==> src/rtl/leve1_axir_arb.sv <==
// leve1_axir_arb: shares one single-beat AXI read initiator between fetch (s0) and load (s1) ports.
// Optional LEVE1_ARB_FIXED_PRIO_EN: load port always wins a tie; default build is round-robin.
`ifndef XLEN
`define XLEN 32
`endif

module leve1_axir_arb #(
    parameter int AW = `XLEN,
    parameter int DW = `XLEN
) (
    input  logic          clk,
    input  logic          rst_n,
    // fetch port
    input  logic          s0_arvalid,
    output logic          s0_arready,
    input  logic [AW-1:0] s0_araddr,
    output logic          s0_rvalid,
    input  logic          s0_rready,
    output logic [DW-1:0] s0_rdata,
    output logic [1:0]    s0_rresp,
    // load port
    input  logic          s1_arvalid,
    output logic          s1_arready,
    input  logic [AW-1:0] s1_araddr,
    output logic          s1_rvalid,
    input  logic          s1_rready,
    output logic [DW-1:0] s1_rdata,
    output logic [1:0]    s1_rresp,
    // shared initiator
    output logic          m_arvalid,
    input  logic          m_arready,
    output logic [AW-1:0] m_araddr,
    input  logic          m_rvalid,
    output logic          m_rready,
    input  logic [DW-1:0] m_rdata,
    input  logic [1:0]    m_rresp,
    // debug
    output logic          gnt_id,
    output logic [1:0]    fsm_state
);

    // Handshakes: a transfer happens on a rising edge where valid and ready are both 1;
    // valid never depends on ready, and a requester holds valid/address until accepted.
    typedef enum logic [1:0] {
        IDLE = 2'd0,
        ADDR = 2'd1,
        DATA = 2'd2
    } state_t;

    state_t state, state_nxt;
    logic   req_any;
    logic   winner;
    logic   accept;
    logic   rready_sel;

    assign req_any   = s0_arvalid | s1_arvalid;
    assign accept    = (state == IDLE) & req_any;
    assign fsm_state = state;

`ifdef LEVE1_ARB_FIXED_PRIO_EN
    // Load wins whenever it asks; fetch only gets a lone request through.
    assign winner = s1_arvalid;
`else
    logic last;

    assign winner = (s0_arvalid && s1_arvalid) ? ~last : s1_arvalid;

    always_ff @(posedge clk or negedge rst_n) begin
        if (!rst_n) begin
            last <= 1'b1;
        end else if (accept) begin
            last <= winner;
        end
    end
`endif

    always_ff @(posedge clk or negedge rst_n) begin
        if (!rst_n) begin
            state <= IDLE;
        end else begin
            state <= state_nxt;
        end
    end

    always_ff @(posedge clk or negedge rst_n) begin
        if (!rst_n) begin
            gnt_id   <= 1'b0;
            m_araddr <= '0;
        end else if (accept) begin
            gnt_id   <= winner;
            m_araddr <= winner ? s1_araddr : s0_araddr;
        end
    end

    assign rready_sel = gnt_id ? s1_rready : s0_rready;

    always_comb begin
        state_nxt  = state;
        s0_arready = 1'b0;
        s1_arready = 1'b0;
        s0_rvalid  = 1'b0;
        s1_rvalid  = 1'b0;
        s0_rdata   = '0;
        s1_rdata   = '0;
        s0_rresp   = 2'b00;
        s1_rresp   = 2'b00;
        m_arvalid  = 1'b0;
        m_rready   = 1'b0;
        case (state)
            IDLE: begin
                if (req_any) begin
                    s0_arready = ~winner;
                    s1_arready = winner;
                    state_nxt  = ADDR;
                end
            end
            ADDR: begin
                m_arvalid = 1'b1;
                if (m_arready) begin
                    state_nxt = DATA;
                end
            end
            DATA: begin
                // Data and response go to both ports; only the owner sees valid.
                m_rready  = rready_sel;
                s0_rvalid = m_rvalid & ~gnt_id;
                s1_rvalid = m_rvalid & gnt_id;
                s0_rdata  = m_rdata;
                s1_rdata  = m_rdata;
                s0_rresp  = m_rresp;
                s1_rresp  = m_rresp;
                if (m_rvalid && rready_sel) begin
                    state_nxt = IDLE;
                end
            end
            default: state_nxt = IDLE;
        endcase
    end

endmodule

==> config.mk <==
export PLATFORM = sky130hd
export DESIGN_NAME = leve1_axir_arb
export DESIGN_NICKNAME = d
export VERILOG_FILES = /design/src/rtl/leve1_axir_arb.sv
export SDC_FILE = /design/constraint.sdc
export NUM_CORES = 1
export LEC_CHECK = 0
export BUFFER_PORTS_ARGS = -buffer_cell sky130_fd_sc_hd__buf_2
export CORE_MARGIN = 2
export CORE_UTILIZATION = 33
export DETAILED_ROUTE_END_ITERATION = 12
export PLACE_DENSITY = 0.85
export SETUP_SLACK_MARGIN = 0.1
export SLEW_MARGIN = 5
export SYNTH_ARGS = -nofsm -noshare
export SYNTH_HDL_FRONTEND = slang
export SYNTH_SLANG_ARGS = --single-unit
==> constraint.sdc <==
create_clock -name clk -period 1.3 [get_ports clk]
set_input_delay 0.13 -clock clk [delete_from_list [all_inputs] [get_ports clk]]
set_output_delay 0.13 -clock clk [all_outputs]
set_load 0.005 [all_outputs]
==> results.cfg, run 1 <==
[outcome]
status = finished with violations
violations = setup timing

[place]
placed_cell_area_sq_um = 3220
dpl_worst_slack_ns = -0.115
numPortBuffers = 214
placed_cells = 504
hpwl_mm = 6.28
gp_congestion = 0.796

[yosys]
ys_types = 26
ys_ff_latch = 36
ys_seq_area_share_pct = 41.3
synth.avg_cell_area_sq_um = 8.61
synthMuxAreaShare_pct = 0.458
synthSimpleGateAreaFrac_pct = 23.8
synth-adder-area-share_pct = 0
syn-cell-area_sq_um = 2190
synth_warnings = 0
synth_top_family_by_area = simple AND/OR/NAND/NOR gates
synth-xor-area-share_pct = 0
syn_inst = 254
synth_fp_nets = 360
synth_flop_cell = dfrtp_1
synth_async_sr_flop_share_pct = 100
synth_compound_area_share_pct = 18.0
synth_edf_count = 0

[pwr]
p_sw_mw = 3.71
leakagePower_nw = 2.37
power_frac_comb_pct = 69.8
p_seq_share_pct = 21.6
power_mw = 9.79
p_per_area_nw_per_um2 = 2090
netSwitchingFraction_pct = 37.9
internal-power_mw = 6.07
clkPwrFrac_pct = 8.6
vdd_drop_max_mv = 1.26

[floorplanning]
placementRows = 29
initial_core_util_pct = 34.2
core_area_sq_um = 6390
ios = 215
die_width_um = 85.4
die_area_sq_um = 7290
fp.dieH_um = 85.4

[global_route]
grt_pass1_vias = 2757
grtUsageTotal_pct = 24.9
grt_max_degree = 39
grt_pass1_wl_mm = 14.1
antenna_found_initial = 1
grt_overflow_total = 0

[cts]
clock_path_buffers = 2
cts_num_sinks = 36
root_buffer = clkbuf_8
clkLatencyLatePin_ns = 0.30
cts_tree = done
h-tree-depth = 2
clkSlewWorstSetupHoldPaths_ns = 0.07
numCtsBuffers = 5

[min_path]
worstHoldPathCells = 2
hold_path_class = in -> reg
hold_end = fsm_state[0]$_DFFE_PN0P_
hold_start = m_arready

[timing]
fin_worst_hold_slack_ns = 0.0379
tightest_slew_ns = 0.511
setup_ws_ns = -0.273
fmax_mhz = 636
finalCritPeriodShare_pct = 121
grt_setup_unrepaired = true
slew_headroom_pct = 65.9
finalSetupTns_ns = -21.78
fin_worst_skew_ns = 0.0129
setup_violations = 108
fin_crit_ns = 1.57
finalHoldViolCount = 0
maxSlewViolCount = 0

[critical_path]
ff2ff_path_depth = 7
r2r_end = m_araddr[27]$_DFFE_PN0P_
crit_fanout = 7
cp-start-kind = flip-flop
critPathKind = reg -> out
r2r_start = fsm_state[0]$_DFFE_PN0P_
r2r_slack_ns = -0.21
critPathRequiredTime_ns = 1.17
arrival_ns = 1.44
endpoint_kind = output port

[layout]
syn_to_final_growth_pct = 115
finalNonFillerCells = 552
fin_util_pct = 73.5
fin_area_sq_um = 4690
final_layout_size_suffix_gt1_share_pct = 76.4
layout_common_cells = buf_2 (166), buf_6 (65), nand2_1 (38), and2_4 (35), dfrtp_1 (34)
nNetsFinal = 579
fillers = 444
final_common_cell = buf_2

[route]
wl_per_cell_um = 19.7
routed_wl_mm = 10.9
vias_per_cell = 5.23
antenna_left = 0
first_iter_violations = 100
drtPass1Iterations = 4
vias = 2888
drc_errors = 0

[run]
maxCapViolations = 0
==> power by group through the flow <==
| stage | clock network (mW) | registers, mW | logic, mW |
|---|---|---|---|
| 6_report | 0.837 | 2.12 | 6.83 |
| 3_5_place_dp | 0 | 2.07 | 3.52 |
| 2_1_floorplan | 0 | 2.10 | 2.12 |
| 4_1_cts | 0.841 | 2.07 | 5.13 |
| 3_3_place_gp | 0 | 2.06 | 3.41 |
| 5_1_grt | 0.891 | 2.18 | 7.18 |
==> worst max path at each step <==
stage                                to  cells past startpoint                      from
5_1_grt                       s1_rvalid                      5  fsm_state[0]$_DFFE_PN0P_
3_3_place_gp                 s1_arready                      3          last$_DFFE_PN1P_
2_1_floorplan   m_araddr[0]$_DFFE_PN0P_                      4          last$_DFFE_PN1P_
6_report                      s1_rvalid                      5  fsm_state[0]$_DFFE_PN0P_
4_1_cts                    s1_rdata[21]                      4  fsm_state[0]$_DFFE_PN0P_
3_5_place_dp   m_araddr[16]$_DFFE_PN0P_                      4          last$_DFFE_PN1P_
==> layout make-up <==
| type | instances | area, sq um | share of cell area (%) |
|---|---|---|---|
| Antenna cell | 1 | 2.50 | 0.0533 |
| Clock buffer | 5 | 68.8 | 1.47 |
| Clock inverter | 3 | 21.3 | 0.453 |
| Inverter | 2 | 7.51 | 0.160 |
| Multi-Input combinational cell | 165 | 1410 | 30.0 |
| Sequential cell | 36 | 903 | 19.2 |
| Tap cell | 77 | 96.3 | 2.05 |
| Timing Repair Buffer | 263 | 2190 | 46.6 |
==> critical path: stages, from the launching register on <==
cell and delay, ns:
dfrtp_2 0.45, nor2b_4 0.14, buf_12 0.15, clkbuf_16 0.15
and3_4 0.18, buf_6 0.09
==> what timing repair did <==
action	CTS	global route
resized for setup	55	107
pin swaps	21	33
gates cloned	10	8
hold endpoints to repair	13	0
endpoints found under the setup margin	108	111
buffers inserted	17	6
hold buffers	1	0
==> metal layers <==
metal	part of all wire (%)	GRT usage (%)	up-vias	wire length (um)
li1	-	-	1280	-
met1	36	28.2	1402	3880
met2	54	46.2	173	5840
met3	7.0	4.28	33	766
met4	3.6	9.96	0	386
met5	0	0	-	0
==> cells by family after synthesis <==
| family | Yosys count |
|---|---|
| AND/OR/NAND/NOR | 102 |
| multiplexers | 1 |
| buffers and inverters | 55 |
| AO/OA/AOI/OAI | 60 |
| flip-flops | 36 |
==> synthesized netlist by cell type, types with 8 or more instances <==
master / number / area [sq um]
buf_2: 9 / 45.0
nand2_1: 48 / 180
clkbuf_1: 8 / 30.0
a21oi_1: 22 / 110
a221o_1: 10 / 100
a31oi_1: 22 / 138
and2_1: 34 / 213
buf_4: 34 / 255
and3_1: 11 / 68.8
dfrtp_1: 35 / 876
==> registers in the layout, indices dropped and copies added (netlist names) <==
name	count
m_araddr	32
fsm_state	2
gnt_id	1
last	1
No activity file was read; power rests on OpenSTA's default activity.
==> run 2, diff against run 1 <==
--- a/config.mk
+++ b/config.mk
@@ -7,9 +7,9 @@
 export LEC_CHECK = 0
 export BUFFER_PORTS_ARGS = -buffer_cell sky130_fd_sc_hd__buf_2
 export CORE_MARGIN = 2
-export CORE_UTILIZATION = 33
+export CORE_UTILIZATION = 29
 export DETAILED_ROUTE_END_ITERATION = 12
-export PLACE_DENSITY = 0.85
+export PLACE_DENSITY = 0.77
 export SETUP_SLACK_MARGIN = 0.1
 export SLEW_MARGIN = 5
 export SYNTH_ARGS = -nofsm -noshare
==> run 2 against run 1 <==
Against the previous run: the flow still finishes with violations (setup timing); worst setup slack better by 0.061 ns; final area down 8.2%; clock-buffer cell count up 2.
==> results.cfg, run 2 (synthesized netlist as in run 1, its figures left out) <==
[cts]
cts_num_sinks = 36
root_buffer = clkbuf_8
h-tree-depth = 2
clock_path_buffers = 2
clkSlewWorstSetupHoldPaths_ns = 0.07
clkLatencyLatePin_ns = 0.28
cts_tree = done
numCtsBuffers = 5

[layout]
nNetsFinal = 571
fin_area_sq_um = 4310
antenna_cells = 0
multi_input_area_sq_um = 1270
seq_area_sq_um = 903
finalNonFillerCells = 565
largest_reg_flops = 32
largest-register = m_araddr
final_layout_size_suffix_gt1_share_pct = 70.8
layout_common_cells = buf_2 (169), buf_6 (62), nand2_1 (45), dfrtp_1 (34), and2_4 (32)
fillers = 605
final_common_cell = buf_2
syn_to_final_growth_pct = 97.1

[min_path]
hold_start = s0_araddr[24]
worstHoldPathCells = 2
hold_path_class = in -> reg
hold_end = m_araddr[24]$_DFFE_PN0P_

[floorplanning]
initial_core_util_pct = 30.0
fp.dieH_um = 90.8
placementRows = 31
die_width_um = 90.8
core_area_sq_um = 7290
die_area_sq_um = 8250
ios = 215

[global_route]
antenna_found_initial = 0
grt_overflow_total = 0
grtUsageTotal_pct = 21.1
grt_pass1_wl_mm = 14.0
grt_max_degree = 39
grt_pass1_vias = 2734

[critical_path]
r2r_start = fsm_state[0]$_DFFE_PN0P_
critPathRequiredTime_ns = 1.46
r2r_slack_ns = -0.21
crit_fanout = 6
cp-start-kind = flip-flop
critPathKind = reg -> reg
arrival_ns = 1.67
endpoint_kind = flip-flop
ff2ff_path_depth = 7
r2r_end = m_araddr[20]$_DFFE_PN0P_

[place]
gp_congestion = 0.804
numPortBuffers = 214
placed_cell_area_sq_um = 3250
placed_cells = 530
hpwl_mm = 6.19
dpl_worst_slack_ns = -0.0896

[timing]
fmax_mhz = 662
grt_setup_unrepaired = true
slew_headroom_pct = 67.1
finalSetupTns_ns = -16.37
tightest_slew_ns = 0.493
fin_crit_ns = 1.51
setup_ws_ns = -0.211
setup_violations = 108
maxSlewViolCount = 0
finalCritPeriodShare_pct = 116
fin_worst_skew_ns = 0.00436
finalHoldViolCount = 0

[outcome]
violations = setup timing
status = finished with violations

[route]
vias = 2784
drtPass1Iterations = 4
routed_wl_mm = 9.57
first_iter_violations = 53
antenna_left = 0
wl_per_cell_um = 16.9
drc_errors = 0
vias_per_cell = 4.93

[pwr]
power_mw = 8.86
vdd_drop_max_mv = 1.08
leakagePower_nw = 2.25
p_per_area_nw_per_um2 = 2060

[run]
maxCapViolations = 0
## run 2: cell types whose count changed in the layout (fill, tap and decap cells not counted), sizes merged
| cell | change |
|---|---|
| clkbuf | -2 |
| buf | -4 |
| diode | -1 |
| inv | -1 |
| clkinvlp | -1 |
## run 2: report_power, final
part | leakage, nW | switching (mW) | total, mW | internal (mW)
combinational | 1.79 | 2.52 | 5.98 | 3.46
clock | 0.0422 | 0.398 | 0.775 | 0.376
sequential | 0.414 | 0.394 | 2.10 | 1.71
total | 2.25 | 3.31 | 8.86 | 5.54
## run 2: how the worst max path moves through the flow
| stage | cells past startpoint | to | startpoint | slack [ns] |
|---|---|---|---|---|
| final | 7 | m_araddr[20]$_DFFE_PN0P_ | fsm_state[0]$_DFFE_PN0P_ | -0.21 |
| after global placement | 3 | m_araddr[27]$_DFFE_PN0P_ | fsm_state[1]$_DFFE_PN0P_ | -0.004 |
| after global routing | 7 | m_araddr[20]$_DFFE_PN0P_ | fsm_state[0]$_DFFE_PN0P_ | -0.26 |
| after detailed placement | 4 | m_araddr[21]$_DFFE_PN0P_ | last$_DFFE_PN1P_ | -0.09 |
| after floorplan | 4 | m_araddr[0]$_DFFE_PN0P_ | last$_DFFE_PN1P_ | 0.03 |
| after CTS | 4 | s1_rdata[27] | fsm_state[0]$_DFFE_PN0P_ | -0.20 |
## run 2: worst max-delay path, cell delays in order, from the launching register on
cell,delay (ns)
dfrtp_2,0.44
buf_4,0.15
nor2_4,0.13
buf_6,0.13
and2_4,0.23
buf_12,0.13
buf_16,0.11
a31oi_1,0.08
## run 2: repair_timing
item	in CTS	in global routing
resized for setup	70	63
gates cloned	8	1
pin swaps	20	3
setup buffers	19	4
hold buffers	1	0
endpoints found under the hold margin	11	0
setup endpoints to repair	107	111
## run 2: final cells by class
| class | count | area share [%] |
|---|---|---|
| timing repair buffer | 255 | 44.5 |
| multi-input combinational | 165 | 29.6 |
| clock buffer | 7 | 1.77 |
| clock inverter | 1 | 0.116 |
| tap | 99 | 2.87 |
| inverter | 2 | 0.232 |
| sequential | 36 | 21.0 |
## run 2: metal layers
metal	track usage, %	up-vias	share of wire, %
li1	-	1260	-
met1	22.2	1330	34
met2	41.4	170	55
met3	4.76	24	7.9
met4	6.44	0	2.6
met5	0	-	0
## run 2: per-stage QoR
stage | hold slack [ns] | util [%]
3_3_place_gp | 0.0387 | 44.6
3_5_place_dp | 0.0392 | 44.6
6_report | 0.0713 | 59.1
2_1_floorplan | -0.166 | -
5_1_grt | 0.0731 | 59.1
4_1_cts | 0.0693 | 55.3
==> run 3, diff against run 2 <==
--- a/config.mk
+++ b/config.mk
@@ -9,6 +9,7 @@
 export CORE_MARGIN = 2
 export CORE_UTILIZATION = 29
 export DETAILED_ROUTE_END_ITERATION = 12
+export GPL_TIMING_DRIVEN = 0
 export PLACE_DENSITY = 0.77
 export SETUP_SLACK_MARGIN = 0.1
 export SLEW_MARGIN = 5
==> run 3 against run 2 <==
Against the previous run: the flow still finishes with violations (setup timing); die area did not move; power rose by 0.45%; first-iteration DRC count rose by 32%; hold slack got worse by 0.015 ns; clock skew barely moved; non-clock buffer count rose by 45; global-route usage rose by 0.37 points; clock-buffer cell count fell by 2; sequential share of layout area fell by 1.0 points; maximum frequency fell by 8.7%; clock power rose by 33%; sequential power barely moved; critical endpoint is now s1_rdata[7]; largest power group unchanged; highest routed layer unchanged.
==> results.cfg, run 3 (synthesized netlist as in run 1, its figures left out) <==
[place]
numPortBuffers = 214
gp_congestion = 0.804
dpl_worst_slack_ns = -0.215
hpwl_mm = 6.32

[floorplanning]
die_width_um = 90.8
die_area_sq_um = 8250
fp.dieH_um = 90.8
core_area_sq_um = 7290
placementRows = 31
ios = 215
initial_core_util_pct = 30.0

[cts]
clock_path_buffers = 2
numCtsBuffers = 5
h-tree-depth = 2
cts_num_sinks = 36
cts_tree = done
root_buffer = clkbuf_8
clkLatencyLatePin_ns = 0.29
clkSlewWorstSetupHoldPaths_ns = 0.08

[critical_path]
crit_fanout = 8
critical-path-slowest-cell = dfrtp_2
path_common_cell = buf_6
critPathRequiredTime_ns = 1.17
endpoint_kind = output port
arrival_ns = 1.53
critPathBufInv = 4
cp-start-kind = flip-flop
critPathMaxStageDelay_ns = 0.46
critPathKind = reg -> out
path_cells = nor2b_4 -> buf_8 -> clkbuf_16 -> and2_4 -> buf_6 -> buf_6
cp_top_family = buffers and inverters

[global_route]
gr-max-usage-layer = met2
grt_overflow_total = 0
met1_usage_pct = 23.8
grt_pass1_vias = 2833
grtUsageTotal_pct = 21.5
met3_usage_pct = 5.09
antenna_found_initial = 0
grt_pass1_wl_mm = 14.5
use_met2_pct = 41.0
grt_max_degree = 37

[pwr]
leakagePower_nw = 2.45
vdd_drop_max_mv = 1.14
p_per_area_nw_per_um2 = 1960

[route]
drtPass1Iterations = 6
vias = 2875
first_iter_violations = 70
antenna_left = 0
vias_per_cell = 4.73
wl_per_cell_um = 15.9
routed_wl_mm = 9.68
drc_errors = 0

[timing]
fin_worst_skew_ns = 0.00466
finalCritPeriodShare_pct = 127
slew_headroom_pct = 51.7
tightest_slew_ns = 0.724
finalHoldViolCount = 0
grt_setup_unrepaired = true
fin_worst_hold_slack_ns = 0.0565
setup_ws_ns = -0.356
fin_crit_ns = 1.66
maxSlewViolCount = 0
setup_violations = 108
fmax_mhz = 604

[layout]
antenna_cells = 0
layout_common_cells = buf_2 (167), buf_6 (79), nand2_1 (46), and2_4 (34), buf_4 (34)
nNetsFinal = 614
final_layout_size_suffix_gt1_share_pct = 72.3
largest-register = m_araddr
final_common_cell = buf_2
syn_to_final_growth_pct = 108
largest_reg_flops = 32

[min_path]
hold_path_class = in -> reg

[run]
maxCapViolations = 0

[outcome]
violations = setup timing
status = finished with violations
-- run 3: changes by cell type in the layout (fill, tap and decap cells not counted), moves of 7 or more --
| cell | before | now |
|---|---|---|
| a21oi_1 | 15 | 8 |
| a21oi_2 | 7 | 14 |
| a31oi_1 | 13 | 22 |
| buf_4 | 10 | 34 |
| buf_6 | 62 | 79 |
-- run 3: final timing paths --
path | start | end | slack, ns | cells past startpoint
max | fsm_state[0]$_DFFE_PN0P_ | s1_rdata[7] | -0.36 | 6
min | m_arready | fsm_state[0]$_DFFE_PN0P_ | 0.06 | 2
max reg2reg | fsm_state[0]$_DFFE_PN0P_ | m_araddr[29]$_DFFE_PN0P_ | -0.33 | 8
min reg2reg | m_araddr[1]$_DFFE_PN0P_ | m_araddr[1]$_DFFE_PN0P_ | 0.52 | 1
max in group asynchronous | rst_n | fsm_state[1]$_DFFE_PN0P_ | 0.56 | 2
min in group asynchronous | rst_n | m_araddr[14]$_DFFE_PN0P_ | 0.37 | 2
-- run 3: report_power, final --
part,switching (mW),internal [mW],total (mW)
combinational,2.28,3.47,5.75
clock,0.454,0.578,1.03
sequential,0.406,1.71,2.11
total,3.14,5.76,8.90
-- run 3: worst register-to-register path: stages (launching register included) --
cell,delay [ns]
dfrtp_2,0.44
buf_4,0.15
nor2_4,0.05
buf_6,0.11
buf_6,0.11
buf_12,0.14
buf_12,0.13
and3_4,0.13
a221o_1,0.26
-- run 3: metrics by stage --
| stage | TNS (ns) | std cells | total power [mW] | area, sq um | util (%) |
|---|---|---|---|---|---|
| after detailed placement | -11.06 | 567 | 5.80 | 3560 | 48.8 |
| after CTS | -25.25 | 598 | 8.33 | 4370 | 59.9 |
| after global routing | -35.80 | 608 | 9.39 | 4540 | 62.2 |
| final | -28.91 | 608 | 8.90 | 4540 | 62.2 |
| after global placement | -9.02 | 567 | 5.72 | 3560 | 48.8 |
| after floorplan | 0 | 254 | 4.22 | 2360 | - |
-- run 3: layout make-up --
cell class              instances  area, sq um
inverters                       2         7.51
clock inverters                 3         46.3
fillers                       587         2750
clock buffers                   5         68.8
plain buffers                  53          563
well taps                      99          124
repair buffers                247         1690
multi-input cells             163         1130
flip-flops and latches         36          905
-- run 3: routing by layer --
layer	part of all wire [%]	routed length [um]
met3	7.4	713
met5	0	0
met4	1.8	179
met1	36	3510
met2	54	5280
-- run 3: timing repair --
item                                    in CTS  in global routing
cloned                                       6                  0
endpoints found under the setup margin     109                113
setup buffers                               16                 11
gates resized for setup                    106                 27
endpoints found under the hold margin       35                  0
pin swaps                                   26                  6
hold buffers                                 1                  0
